[config.mk]
export PLATFORM = sky130hd
export DESIGN_NAME = rt_bm_arbiter
export DESIGN_NICKNAME = d
export VERILOG_FILES = /design/src/rtl/rt_bm_arbiter.sv
export SDC_FILE = /design/constraint.sdc
export NUM_CORES = 1
export LEC_CHECK = 0
export CORE_ASPECT_RATIO = 0.9
export CORE_UTILIZATION = 52
export CTS_CLUSTER_SIZE = 28
export DETAILED_ROUTE_END_ITERATION = 10
export GPL_TIMING_DRIVEN = 0
export PLACE_DENSITY = 0.76
export SETUP_SLACK_MARGIN = 0.3
export SLEW_MARGIN = 10
export SYNTH_ARGS = -nofsm -noshare
export SYNTH_HDL_FRONTEND = slang
export SYNTH_SLANG_ARGS = --single-unit
[constraint.sdc]
create_clock -name clock -period 1.75 [get_ports clock]
set_clock_uncertainty 0.05 [all_clocks]
set_input_delay 0.35 -clock clock [delete_from_list [all_inputs] [get_ports clock]]
set_output_delay 0.35 -clock clock [all_outputs]
set_load 0.05 [all_outputs]
[src/rtl/rt_bm_arbiter.sv]
// Purpose: shares the router (Rt) and the buffer manager (Bm) between two
//   requesters. Each resource has its own 4-phase handshake arbiter
//   (IDLE -> GRANT -> RELEASE -> IDLE).
// Latency: a grant appears one cycle after Rdy is sampled. The grant drops
//   at the edge that samples the owner's Done, or at the edge where the
//   optional hold timeout fires.
// Backpressure: FullI blocks new Rt grants and FullO blocks new Bm grants.
//   Prog[1:0]=11 freezes new grants. None of these revoke a live grant.
// Ports:
//   clock, reset_n            single clock; synchronous active-low reset
//   Rdy1Rt/Rdy2Rt             requester Rt requests
//   Rdy1Bm/Rdy2Bm             requester Bm requests
//   Done1/Done2               per-requester release of every resource it holds
//   FullI/FullO               FIFO-full flags gating new Rt/Bm grants
//   Prog[2:0]                 [1:0] policy (RR / fixed1 / fixed2 / freeze),
//                             [2] hold timeout enable
//   Gnt*, Busy*, Tmo*         registered grant, busy and timeout-pulse outputs
//   GntCnt1/GntCnt2           saturating per-requester grant counters, present
//                             only when ARB_STATS_EN is defined

module rt_bm_arb_unit #(
  parameter int HOLD_MAX = 15,
  parameter int CNT_W    = 4
) (
  input  logic       clock,
  input  logic       reset_n,
  input  logic       rdy1,
  input  logic       rdy2,
  input  logic       done1,
  input  logic       done2,
  input  logic       blk,
  input  logic [2:0] prog,
  output logic       gnt1,
  output logic       gnt2,
  output logic       busy,
  output logic       tmo,
  output logic       win1,
  output logic       win2
);

  typedef enum logic [1:0] {IDLE, GRANT, RELEASE} state_t;

  localparam logic [CNT_W-1:0] HOLD_LAST = CNT_W'(HOLD_MAX - 1);
  localparam logic [CNT_W-1:0] HOLD_TOP  = CNT_W'(HOLD_MAX);

  state_t           state;
  logic             owner2;  // 0: requester 1 owns, 1: requester 2 owns
  logic             ptr2;    // round-robin pointer, 0 favours requester 1
  logic [CNT_W-1:0] cnt;

  logic can_grant;
  logic pick2;
  logic own_done;
  logic own_rdy;
  logic hold_exp;

  always_comb begin
    can_grant = (state == IDLE) && (rdy1 || rdy2) && !blk && (prog[1:0] != 2'b11);
    // The pick only matters when can_grant is set, so at least one rdy is high.
    case (prog[1:0])
      2'b00:   pick2 = (rdy1 && rdy2) ? ptr2 : rdy2;
      2'b01:   pick2 = !rdy1;
      2'b10:   pick2 = rdy2;
      default: pick2 = 1'b0;
    endcase
    own_done = owner2 ? done2 : done1;
    own_rdy  = owner2 ? rdy2  : rdy1;
    // The counter holds the number of completed GRANT cycles minus one at the
    // deciding edge, so HOLD_LAST gives exactly HOLD_MAX cycles of grant.
    hold_exp = prog[2] && (cnt >= HOLD_LAST);
    win1     = can_grant && !pick2;
    win2     = can_grant && pick2;
  end

  always_ff @(posedge clock) begin
    if (!reset_n) begin
      state  <= IDLE;
      owner2 <= 1'b0;
      ptr2   <= 1'b0;
      cnt    <= '0;
      gnt1   <= 1'b0;
      gnt2   <= 1'b0;
      busy   <= 1'b0;
      tmo    <= 1'b0;
    end else begin
      tmo <= 1'b0;
      case (state)
        IDLE: begin
          if (can_grant) begin
            state  <= GRANT;
            busy   <= 1'b1;
            owner2 <= pick2;
            gnt1   <= !pick2;
            gnt2   <= pick2;
            cnt    <= '0;
          end
        end
        GRANT: begin
          if (own_done || hold_exp) begin
            state <= RELEASE;
            gnt1  <= 1'b0;
            gnt2  <= 1'b0;
            ptr2  <= !owner2;
            cnt   <= '0;
            tmo   <= !own_done;  // Done at the same edge wins: no pulse
          end else if (cnt < HOLD_TOP) begin
            // Saturate so a late timeout enable cannot see a wrapped count.
            cnt <= cnt + CNT_W'(1);
          end
        end
        RELEASE: begin
          if (!own_rdy && !own_done) begin
            state <= IDLE;
            busy  <= 1'b0;
          end
        end
        default: begin
          state <= IDLE;
          busy  <= 1'b0;
          gnt1  <= 1'b0;
          gnt2  <= 1'b0;
        end
      endcase
    end
  end

endmodule

module rt_bm_arbiter #(
  parameter int HOLD_MAX = 15,
  parameter int CNT_W    = 4
) (
  input  logic        clock,
  input  logic        reset_n,
  input  logic        Rdy1Rt,
  input  logic        Rdy2Rt,
  input  logic        Rdy1Bm,
  input  logic        Rdy2Bm,
  input  logic        Done1,
  input  logic        Done2,
  input  logic        FullI,
  input  logic        FullO,
  input  logic [2:0]  Prog,
  output logic        Gnt1Rt,
  output logic        Gnt2Rt,
  output logic        Gnt1Bm,
  output logic        Gnt2Bm,
  output logic        BusyRt,
  output logic        BusyBm,
  output logic        TmoRt,
  output logic        TmoBm
`ifdef ARB_STATS_EN
  ,
  output logic [15:0] GntCnt1,
  output logic [15:0] GntCnt2
`endif
);

  logic win1_rt, win2_rt, win1_bm, win2_bm;

  rt_bm_arb_unit #(.HOLD_MAX(HOLD_MAX), .CNT_W(CNT_W)) u_rt (
    .clock   (clock),
    .reset_n (reset_n),
    .rdy1    (Rdy1Rt),
    .rdy2    (Rdy2Rt),
    .done1   (Done1),
    .done2   (Done2),
    .blk     (FullI),
    .prog    (Prog),
    .gnt1    (Gnt1Rt),
    .gnt2    (Gnt2Rt),
    .busy    (BusyRt),
    .tmo     (TmoRt),
    .win1    (win1_rt),
    .win2    (win2_rt)
  );

  rt_bm_arb_unit #(.HOLD_MAX(HOLD_MAX), .CNT_W(CNT_W)) u_bm (
    .clock   (clock),
    .reset_n (reset_n),
    .rdy1    (Rdy1Bm),
    .rdy2    (Rdy2Bm),
    .done1   (Done1),
    .done2   (Done2),
    .blk     (FullO),
    .prog    (Prog),
    .gnt1    (Gnt1Bm),
    .gnt2    (Gnt2Bm),
    .busy    (BusyBm),
    .tmo     (TmoBm),
    .win1    (win1_bm),
    .win2    (win2_bm)
  );

`ifdef ARB_STATS_EN
  // Both resources may grant the same requester at one edge, so add 0..2.
  logic [16:0] sum1, sum2;

  always_comb begin
    sum1 = {1'b0, GntCnt1} + {15'd0, win1_rt} + {15'd0, win1_bm};
    sum2 = {1'b0, GntCnt2} + {15'd0, win2_rt} + {15'd0, win2_bm};
  end

  always_ff @(posedge clock) begin
    if (!reset_n) begin
      GntCnt1 <= '0;
      GntCnt2 <= '0;
    end else begin
      GntCnt1 <= sum1[16] ? 16'hFFFF : sum1[15:0];
      GntCnt2 <= sum2[16] ? 16'hFFFF : sum2[15:0];
    end
  end
`else
  logic unused_win;
  assign unused_win = ^{win1_rt, win2_rt, win1_bm, win2_bm};
`endif

endmodule
## After elaboration in Yosys (flattened, before gate mapping)

Index checks and enable logic that the tools add are counted.

- Input bits: 13
- Word-level logic and storage cells: 128
- Register bits: 24

- Bitwise operators: 4
- Add/subtract/negate cells: 2
- $lt $le $gt $ge: 4
- Reductions and logical operators: 47
- Equal/unequal tests: 15
- Multiplexer cells: 40

Operators by type and width:

| cell | count |
|---|---|
| $reduce_and 3->1 | 10 |
| $mux 4 | 6 |
| $pmux 1 s3 | 8 |
| $mux 1 | 16 |
| $pmux 4 s2 | 2 |
| $logic_and 1x1->1 | 12 |
| $logic_not 1->1 | 12 |
| $mux 2 | 6 |
| $ne 2x1->1 const B | 6 |
| $pmux 2 s3 | 2 |
| $add 4x1->4 const B | 2 |
| $ge 4x4->1 const B | 2 |
| $lt 4x4->1 const B | 2 |
| $reduce_and 2->1 | 4 |
| $eq 2x1->1 const B | 3 |
| $eq 2x2->1 const B | 3 |
| $logic_not 2->1 | 3 |
| $ne 3x1->1 const B | 2 |
| $logic_or 1x1->1 | 4 |
| $not 1->1 | 4 |
| $reduce_bool 2->1 | 2 |
| $ne 2x2->1 const B | 1 |

## Longest topological paths before layout

Gate-level depths: netlist of run 1.

- Word-level depth: 6
- Depth in mapped cells: 7
- Gate-level depth less buffers: 6

## Hierarchy

A second synthesis of run 1 with hierarchy kept.

- Cell total of the unflattened synthesis: 144
- Area, all modules: 1278.7 um^2

Modules (own cells, without submodules):

| module | area each (um^2) | times used | sequential area each (um^2) | cells each |
|---|---|---|---|---|
| rt_bm_arb_unit | 639.4 | 2 | 240.2 | 72 |

## Least setup slack after synthesis of run 1

Ideal clock, no wire load.

- Path type: flip-flop to flip-flop
- Start: register u_rt.cnt[0]
- End: register u_rt.cnt[2]
- Clock period less this slack: 1.460 ns
- Library setup time: 0.070 ns
- Stages on the path, launching flop included: 8
- Path buffers: 1
- Arrival: 1.340 ns
- Setup slack: 0.290 ns
- Required time: 1.630 ns
- Cells stage by stage: dfxtp_1 -> inv_1 -> ha_1 -> o2111ai_1 -> and4_1 -> buf_2 -> o21ai_0 -> a21oi_1

- Word-level cells in the longest chain between the ends: 5
- Elaborated cells on any way between the ends: 10
- Classes of those cells: 1 x add/sub; 2 x order compare; 1 x eq/ne; 3 x mux; 3 x reduce/logical

RTL lines:

| item | RTL line | RTL |
|---|---|---|
| from (decl) | 49 | `logic [CNT_W-1:0] cnt;` |
| from (signal assigned) | 108 | `cnt <= cnt + CNT_W'(1);` |
| $ge 4x4->1 | 70 | `hold_exp = prog[2] && (cnt >= HOLD_LAST);` |
| $logic_and 1x1->1 | 70 |  |
| $logic_or 1x1->1 | 99 | `if (own_done \|\| hold_exp) begin` |
| $ne 3x1->1 (no line) or $mux 4 (tied branches) | -- |  |
| $reduce_and 3->1 (no line) or $pmux 4 s2 (tied branches) | -- |  |

Several ways; a longest one is shown, not always the timed one. The select of a mux whose other input is x is not followed.
A chain may end at the register's enable or synchronous reset.

## Worst setup path in the final report of run 1

Same ends and word-level chain as after synthesis.

==> flow_summary.json, run 1 <==
{
  "die_h_um": 49.94,
  "placed_cells_incl_taps": 198,
  "htree_num_levels": 1,
  "finalSetupViolations": 0,
  "clock_tree_from_tritoncts": "yes",
  "avgSynthCellArea_sq_um": 8.792,
  "synthesized_instance_count": 151,
  "diodes": 0,
  "finalHoldViolCount": 0,
  "grt_pass1_vias": 1158,
  "critical_path.top_delay_family": "flip-flops",
  "finalNetCount": 198,
  "drcViolationCount": 0,
  "kind_of_critical_path": "reg2reg",
  "initial_antenna_violation_count": 0,
  "nets_in_the_synthesized_netlist": 168,
  "powerDensity_nw_per_um2": 657.4,
  "finalWirelength_um": 3370,
  "drv_cap": 0,
  "path_depth": 7,
  "via_per_inst": 5.797,
  "gp_congestion": 0.8043,
  "final_routed_wire_length_divided_by_cell_count_um": 16.28,
  "crit_chain": "inv_2, ha_4, o2111ai_4, and4_1, buf_6, o21ai_4, a21oi_2",
  "layout_commonest_cell": "dfxtp_1",
  "period_needed_ns": 1.500,
  "cp.buffers_inverters": 2,
  "portBuffers": 20,
  "fin_crit_sh_pct": 85.70,
  "clk_root_buffer_cell": "clkbuf_4",
  "cpPeakStageDelay_ns": 0.39,
  "synth_seq_area_share_pct": 36.19,
  "dieArea_sq_um": 2759,
  "final_max_slew_viol_count": 0,
  "floorplan.die.width_um": 55.26,
  "hold_class": "in2reg",
  "area_inside_the_core_boundary_sq_um": 2282,
  "route.vias.total": 1200,
  "synth_edf_count": 0,
  "drt.antenna.violating_nets": 0,
  "postSynth.asyncResetShare_pct": 0,
  "max_slew_margin_pct": 75.76,
  "grt_max_degree": 14,
  "fin_util_pct": 79.06,
  "worst_path_arrival_ns": 1.72,
  "ir_worst_vdd_uv": 688.8,
  "required_ns": 1.97,
  "first_pass_iters": 4,
  "endpoint_kind": "flip-flop",
  "mostFrequentLayoutCells": "dfxtp_1 (18), nand2_1 (12), nor2_1 (12), a21oi_1 (8)",
  "rsz_0062_raised_after_global_routing": "true",
  "placement_rows": 16,
  "clock-sinks": 24,
  "critPathLaunchType": "flip-flop",
  "synth.lib_cells_used.distinct": 44,
  "yosysWarnings": 0,
  "critical_path.slowest_cell": "dfxtp_2",
  "dpl.hpwl_um": 2180,
  "layout-drive-gt1-share_pct": 34.44,
  "totalPowerFinal_uw": 1186,
  "final_cell_count_no_fill": 207,
  "worstSkewPairLatency_ns": 0.32,
  "wire_length_of_the_first_global_routing_pass_um": 5099,
  "io-pin-count": 21,
  "drt_iter0_drc": 44,
  "r2r.worst_path.cells": 7,
  "syn-cell-area_sq_um": 1328,
  "max_freq_mhz": 666.7,
  "grt.total_usage_pct": 23.68,
  "globalRoute.totalOverflow": 0,
  "initial_core_util_pct": 58.17,
  "worst_hold_path.num_cells": 3,
  "number_of_synthesized_register_bits": 24,
  "crit_path_max_fanout": 8,
  "clk_transition_reported_paths_ns": 0.14,
  "syn2layout_area_growth_pct": 35.91,
  "synth-main-ff-cell": "dfxtp_1",
  "tritoncts.num_buffers": 3,
  "ctsLongestPathBuffers": 2,
  "worst_slew_pin_slew_ns": 0.3632,
  "holdBufCountCts": 0,
  "fin_area_sq_um": 1804,
  "status": "finished, final reports clean",
  "dpl_cell_area_sq_um": 1568,
  "power.leakage_uw": 0.0006746
}
flip-flops by register name (all words and copies together), names as in the netlist:
signal       count
u_bm.cnt         4
u_bm.gnt1        1
u_rt.gnt2        1
u_rt.busy        1
u_bm.tmo         1
u_bm.gnt2        1
u_rt.ptr2        1
u_bm.state       2
u_rt.owner2      1
u_bm.busy        1
u_rt.cnt         4
u_bm.owner2      1
u_bm.ptr2        1
u_rt.state       2
u_rt.tmo         1
u_rt.gnt1        1
Yosys cell counts, types with 2 or more instances:
master | number | area, sq um
or2_2 | 2 | 12.51
o21ai_0 | 10 | 50.05
nand2_1 | 13 | 48.80
o21a_1 | 2 | 15.01
dfxtp_1 | 24 | 480.5
nor2_1 | 14 | 52.55
nor3_1 | 4 | 20.02
buf_2 | 2 | 10.01
mux2i_1 | 8 | 80.08
and2_1 | 4 | 25.02
a21oi_1 | 12 | 60.06
and3_1 | 2 | 12.51
o21bai_1 | 3 | 22.52
nor3b_1 | 3 | 22.52
nand2b_1 | 3 | 18.77
nand3_1 | 5 | 25.02
ha_1 | 4 | 50.05
inv_1 | 6 | 22.52
nor2b_1 | 5 | 31.28
tightest hold or removal path, delay by kind of cell:
family	cells	cell delay, ns
AND/OR/NAND/NOR	1	0.04
buffers and inverters	1	0.19
AO/OA/AOI/OAI	1	0.13
repair_timing:
item / in CTS / in global routing
setup endpoints to repair: 32 / 28
setup buffers: 4 / 1
resized for setup: 62 / 32
pin swaps: 7 / 9
final timing paths:
kind | startpoint | end | slack (ns)
setup / recovery | u_rt.cnt[0]$_SDFFE_PN0P_ | u_rt.cnt[2]$_SDFFE_PN0P_ | 0.25
hold / removal | Prog[2] | u_rt.tmo$_SDFF_PN0_ | 0.37
setup reg to reg | u_rt.cnt[0]$_SDFFE_PN0P_ | u_rt.cnt[2]$_SDFFE_PN0P_ | 0.25
hold reg to reg | u_bm.ptr2$_SDFFE_PN0P_ | u_bm.ptr2$_SDFFE_PN0P_ | 0.43
logic make-up (layout without fill, tap and decap cells):
| group | after synthesis | count (layout) | share of synthesized area (%) |
|---|---|---|---|
| DFF | 24 | 24 | 36.19 |
| adders and majority gates | 4 | 4 | 3.770 |
| muxes | 9 | 9 | 7.069 |
| buffers and inverters | 9 | 38 | 2.733 |
| xor gates and xnor gates | 1 | 1 | 0.6599 |
| and+or+nand+nor | 65 | 65 | 28.09 |
| AOI/OAI and AO/OA | 39 | 39 | 21.49 |
per-stage QoR:
step                hold WS (ns)  setup WS, ns  setup TNS, ns
floorplan                 0.3849        0.3045              0
global placement          0.3980       -0.2669         -2.659
detailed placement        0.4101       -0.3551         -3.541
CTS                       0.4318        0.2563              0
global route              0.3675        0.1813              0
finish                    0.3694        0.2502              0
layout make-up:
class,instances,area [sq um]
Multi-Input combinational cell,118,978.4
Sequential cell,24,493.0
Fill cell,147,478.0
Timing Repair Buffer,25,216.5
Clock buffer,4,36.28
Tap cell,27,33.78
Buffer,3,23.77
Inverter,6,22.52
layer usage:
layer	vias up	GRT usage (%)	part of all wire, %
met5	-	0	0
met4	0	10.00	2.2
met3	8	7.087	5.4
met2	44	41.97	51
met1	546	26.38	41
li1	602	-	-
where the power goes:
group	internal (uW)	switching, uW	total [uW]
logic	126	165	291
registers	570	27.5	597
clock network	127	170	298
Power figures use the tool's default switching activity.
==> run 2: changes to the inputs <==
Settings changed: CORE_UTILIZATION 52 to 56, PLACE_DENSITY 0.76 to 0.81, SLEW_MARGIN 10 to 20, SYNTH_HIERARCHICAL set to 1.
Clock period 1.75 ns to 1.82 ns, I/O delays scaled along.
==> run 2 against run 1 <==
Net effect: synthesized cell count down 6.0%; worst setup slack better by 0.038 ns; count of clock-buffer cells in the layout unchanged; via count up 4.0%; final area up 1.3%; global-route usage up 1.7 points; sequential power down 5.4%; sequential share of layout area down 0.081 points; cell count unchanged; largest power group unchanged; highest routed layer unchanged.
==> flow_summary.json, run 2 <==
{
  "max_freq_mhz": 652.7,
  "initial_antenna_violation_count": 0,
  "holdBufCountCts": 0,
  "internal_power_uw": 781.3,
  "mostFrequentLayoutCells": "dfxtp_1 (16), buf_4 (15), inv_1 (10), o21ai_0 (8), dlymetal6s2s_1 (7)",
  "layout_commonest_cell": "dfxtp_1",
  "grt_pass1_vias": 1052,
  "route.vias.total": 1248,
  "htree_num_levels": 1,
  "critPathLaunchType": "input pin",
  "grt.total_usage_pct": 25.38,
  "grt_max_degree": 14,
  "clock-sinks": 24,
  "worst_path_arrival_ns": 1.70,
  "diodes": 0,
  "switching_share_pct": 28.58,
  "period_needed_ns": 1.532,
  "gp_congestion": 0.7970,
  "finalWirelength_um": 3383,
  "syn-cell-area_sq_um": 1269,
  "status": "finished, final reports clean",
  "kind_of_critical_path": "in2reg",
  "via_per_inst": 6.029,
  "clk_transition_reported_paths_ns": 0.13,
  "power.leakage_uw": 0.0007671,
  "clockPowerShare_pct": 25.5,
  "initial_core_util_pct": 62.59,
  "final_max_slew_viol_count": 0,
  "finalHoldViolCount": 0,
  "avgSynthCellArea_sq_um": 8.935,
  "powerDensity_nw_per_um2": 598.4,
  "synthesized_instance_count": 142,
  "drcViolationCount": 0,
  "drt.antenna.violating_nets": 0,
  "floorplan.die.width_um": 52.17,
  "combinationalPowerShare_pct": 22.8,
  "seqPwrFrac_pct": 51.7,
  "setup_ws_ns": 0.2879,
  "yosysWarnings": 6,
  "drt_iter0_drc": 36,
  "hold_class": "reg2reg",
  "ctsLongestPathBuffers": 2,
  "worst_slew_pin_slew_ns": 0.3617,
  "nFillCells": 88,
  "placement_rows": 15,
  "area_inside_the_core_boundary_sq_um": 2027,
  "first_pass_iters": 4,
  "required_ns": 1.99,
  "layout-drive-gt1-share_pct": 34.62,
  "fin_util_pct": 90.19,
  "hold_slack_ns": 0.4521,
  "post-place-ws_ns": -0.3697,
  "drv_cap": 0,
  "top_regs": "u_bm/cnt (4), u_rt/cnt (4)",
  "finalNetCount": 200,
  "power.net_switching_uw": 312.6,
  "globalRoute.totalOverflow": 0,
  "worstSkewPairLatency_ns": 0.32,
  "clk_root_buffer_cell": "clkbuf_4",
  "crit_path_max_fanout": 6,
  "ir_worst_vdd_uv": 660.1,
  "finalSetupViolations": 0,
  "clock_tree_from_tritoncts": "yes",
  "final_routed_wire_length_divided_by_cell_count_um": 16.34,
  "rsz_0062_raised_after_global_routing": "true",
  "endpoint_kind": "flip-flop",
  "wire_length_of_the_first_global_routing_pass_um": 4485,
  "syn2layout_area_growth_pct": 44.08,
  "die_h_um": 47.16,
  "io-pin-count": 21,
  "setup_total_negative_slack_ns": 0,
  "dpl.hpwl_um": 2040,
  "max_slew_margin_pct": 75.78,
  "nets_in_the_synthesized_netlist": 159,
  "portBuffers": 20,
  "fin_crit_sh_pct": 84.18,
  "dieArea_sq_um": 2460,
  "tritoncts.num_buffers": 3
}
## run 2: cell types whose count changed in the layout (fill, tap and decap cells not counted), moves of 5 or more
cell and delta:
clkdlybuf4s15_2 +5, buf_4 +9, nor2_1 -9, nand3_1 -5
clkdlybuf4s50_1 -6, inv_1 +6, nand2_1 -6
## run 2: routing by layer
| metal | track usage, % | routed length (um) | vias to the layer above |
|---|---|---|---|
| met2 | 42.05 | 1700 | 45 |
| li1 | - | - | 613 |
| met3 | 7.443 | 165 | 4 |
| met4 | 8.421 | 28 | 0 |
| met1 | 32.22 | 1489 | 586 |
| met5 | 0 | 0 | - |
## run 2: worst paths after layout
path         slack [ns]                       start  cells after the start                endpoint
min                0.45      u_rt/busy$_SDFFE_PN0P_                      2  u_rt/busy$_SDFFE_PN0P_
max reg2reg        0.30  u_rt/state[1]$_SDFFE_PN0P_                      4  u_rt/gnt2$_SDFFE_PN0P_
max                0.29                     Prog[0]                      5  u_rt/gnt2$_SDFFE_PN0P_
min reg2reg        0.45      u_rt/busy$_SDFFE_PN0P_                      2  u_rt/busy$_SDFFE_PN0P_
## run 2: power by group through the flow
stage | Combinational [uW] | Sequential, uW | Clock, uW
2_1_floorplan | 104 | 613 | 0
5_1_grt | 268 | 568 | 303
4_1_cts | 235 | 565 | 287
3_5_place_dp | 216 | 580 | 0
3_3_place_gp | 209 | 579 | 0
6_report | 250 | 565 | 279
## run 2: metrics by stage
| step | std cells | area [sq um] | power (uW) |
|---|---|---|---|
| global placement | 187 | 1515 | 787.6 |
| global route | 207 | 1828 | 1139 |
| floorplan | 142 | 1284 | 717.3 |
| CTS | 201 | 1699 | 1087 |
| finish | 207 | 1828 | 1094 |
| detailed placement | 187 | 1515 | 795.9 |
## run 2: worst max-delay path, stage by stage
cell	delay [ns]
clkdlybuf4s15_2	0.23
a211o_1	0.34
or2_4	0.27
mux2_4	0.30
a32o_1	0.21
## run 2: cell type report
type,count,area (sq um),area share [%]
timing repair buffer,36,334.1,18.28
inverter,12,45.04,2.464
tap,25,31.28,1.711
sequential,24,498.0,27.24
buffer,4,37.54,2.053
clock buffer,4,36.28,1.985
multi-input combinational,102,845.8,46.27
## run 2: timing repair
action | in CTS | in global routing
endpoints found under the setup margin | 23 | 22
endpoints found under the hold margin | 0 | 0
pin swaps | 11 | 12
setup buffers | 10 | 6
gates resized for setup | 52 | 31
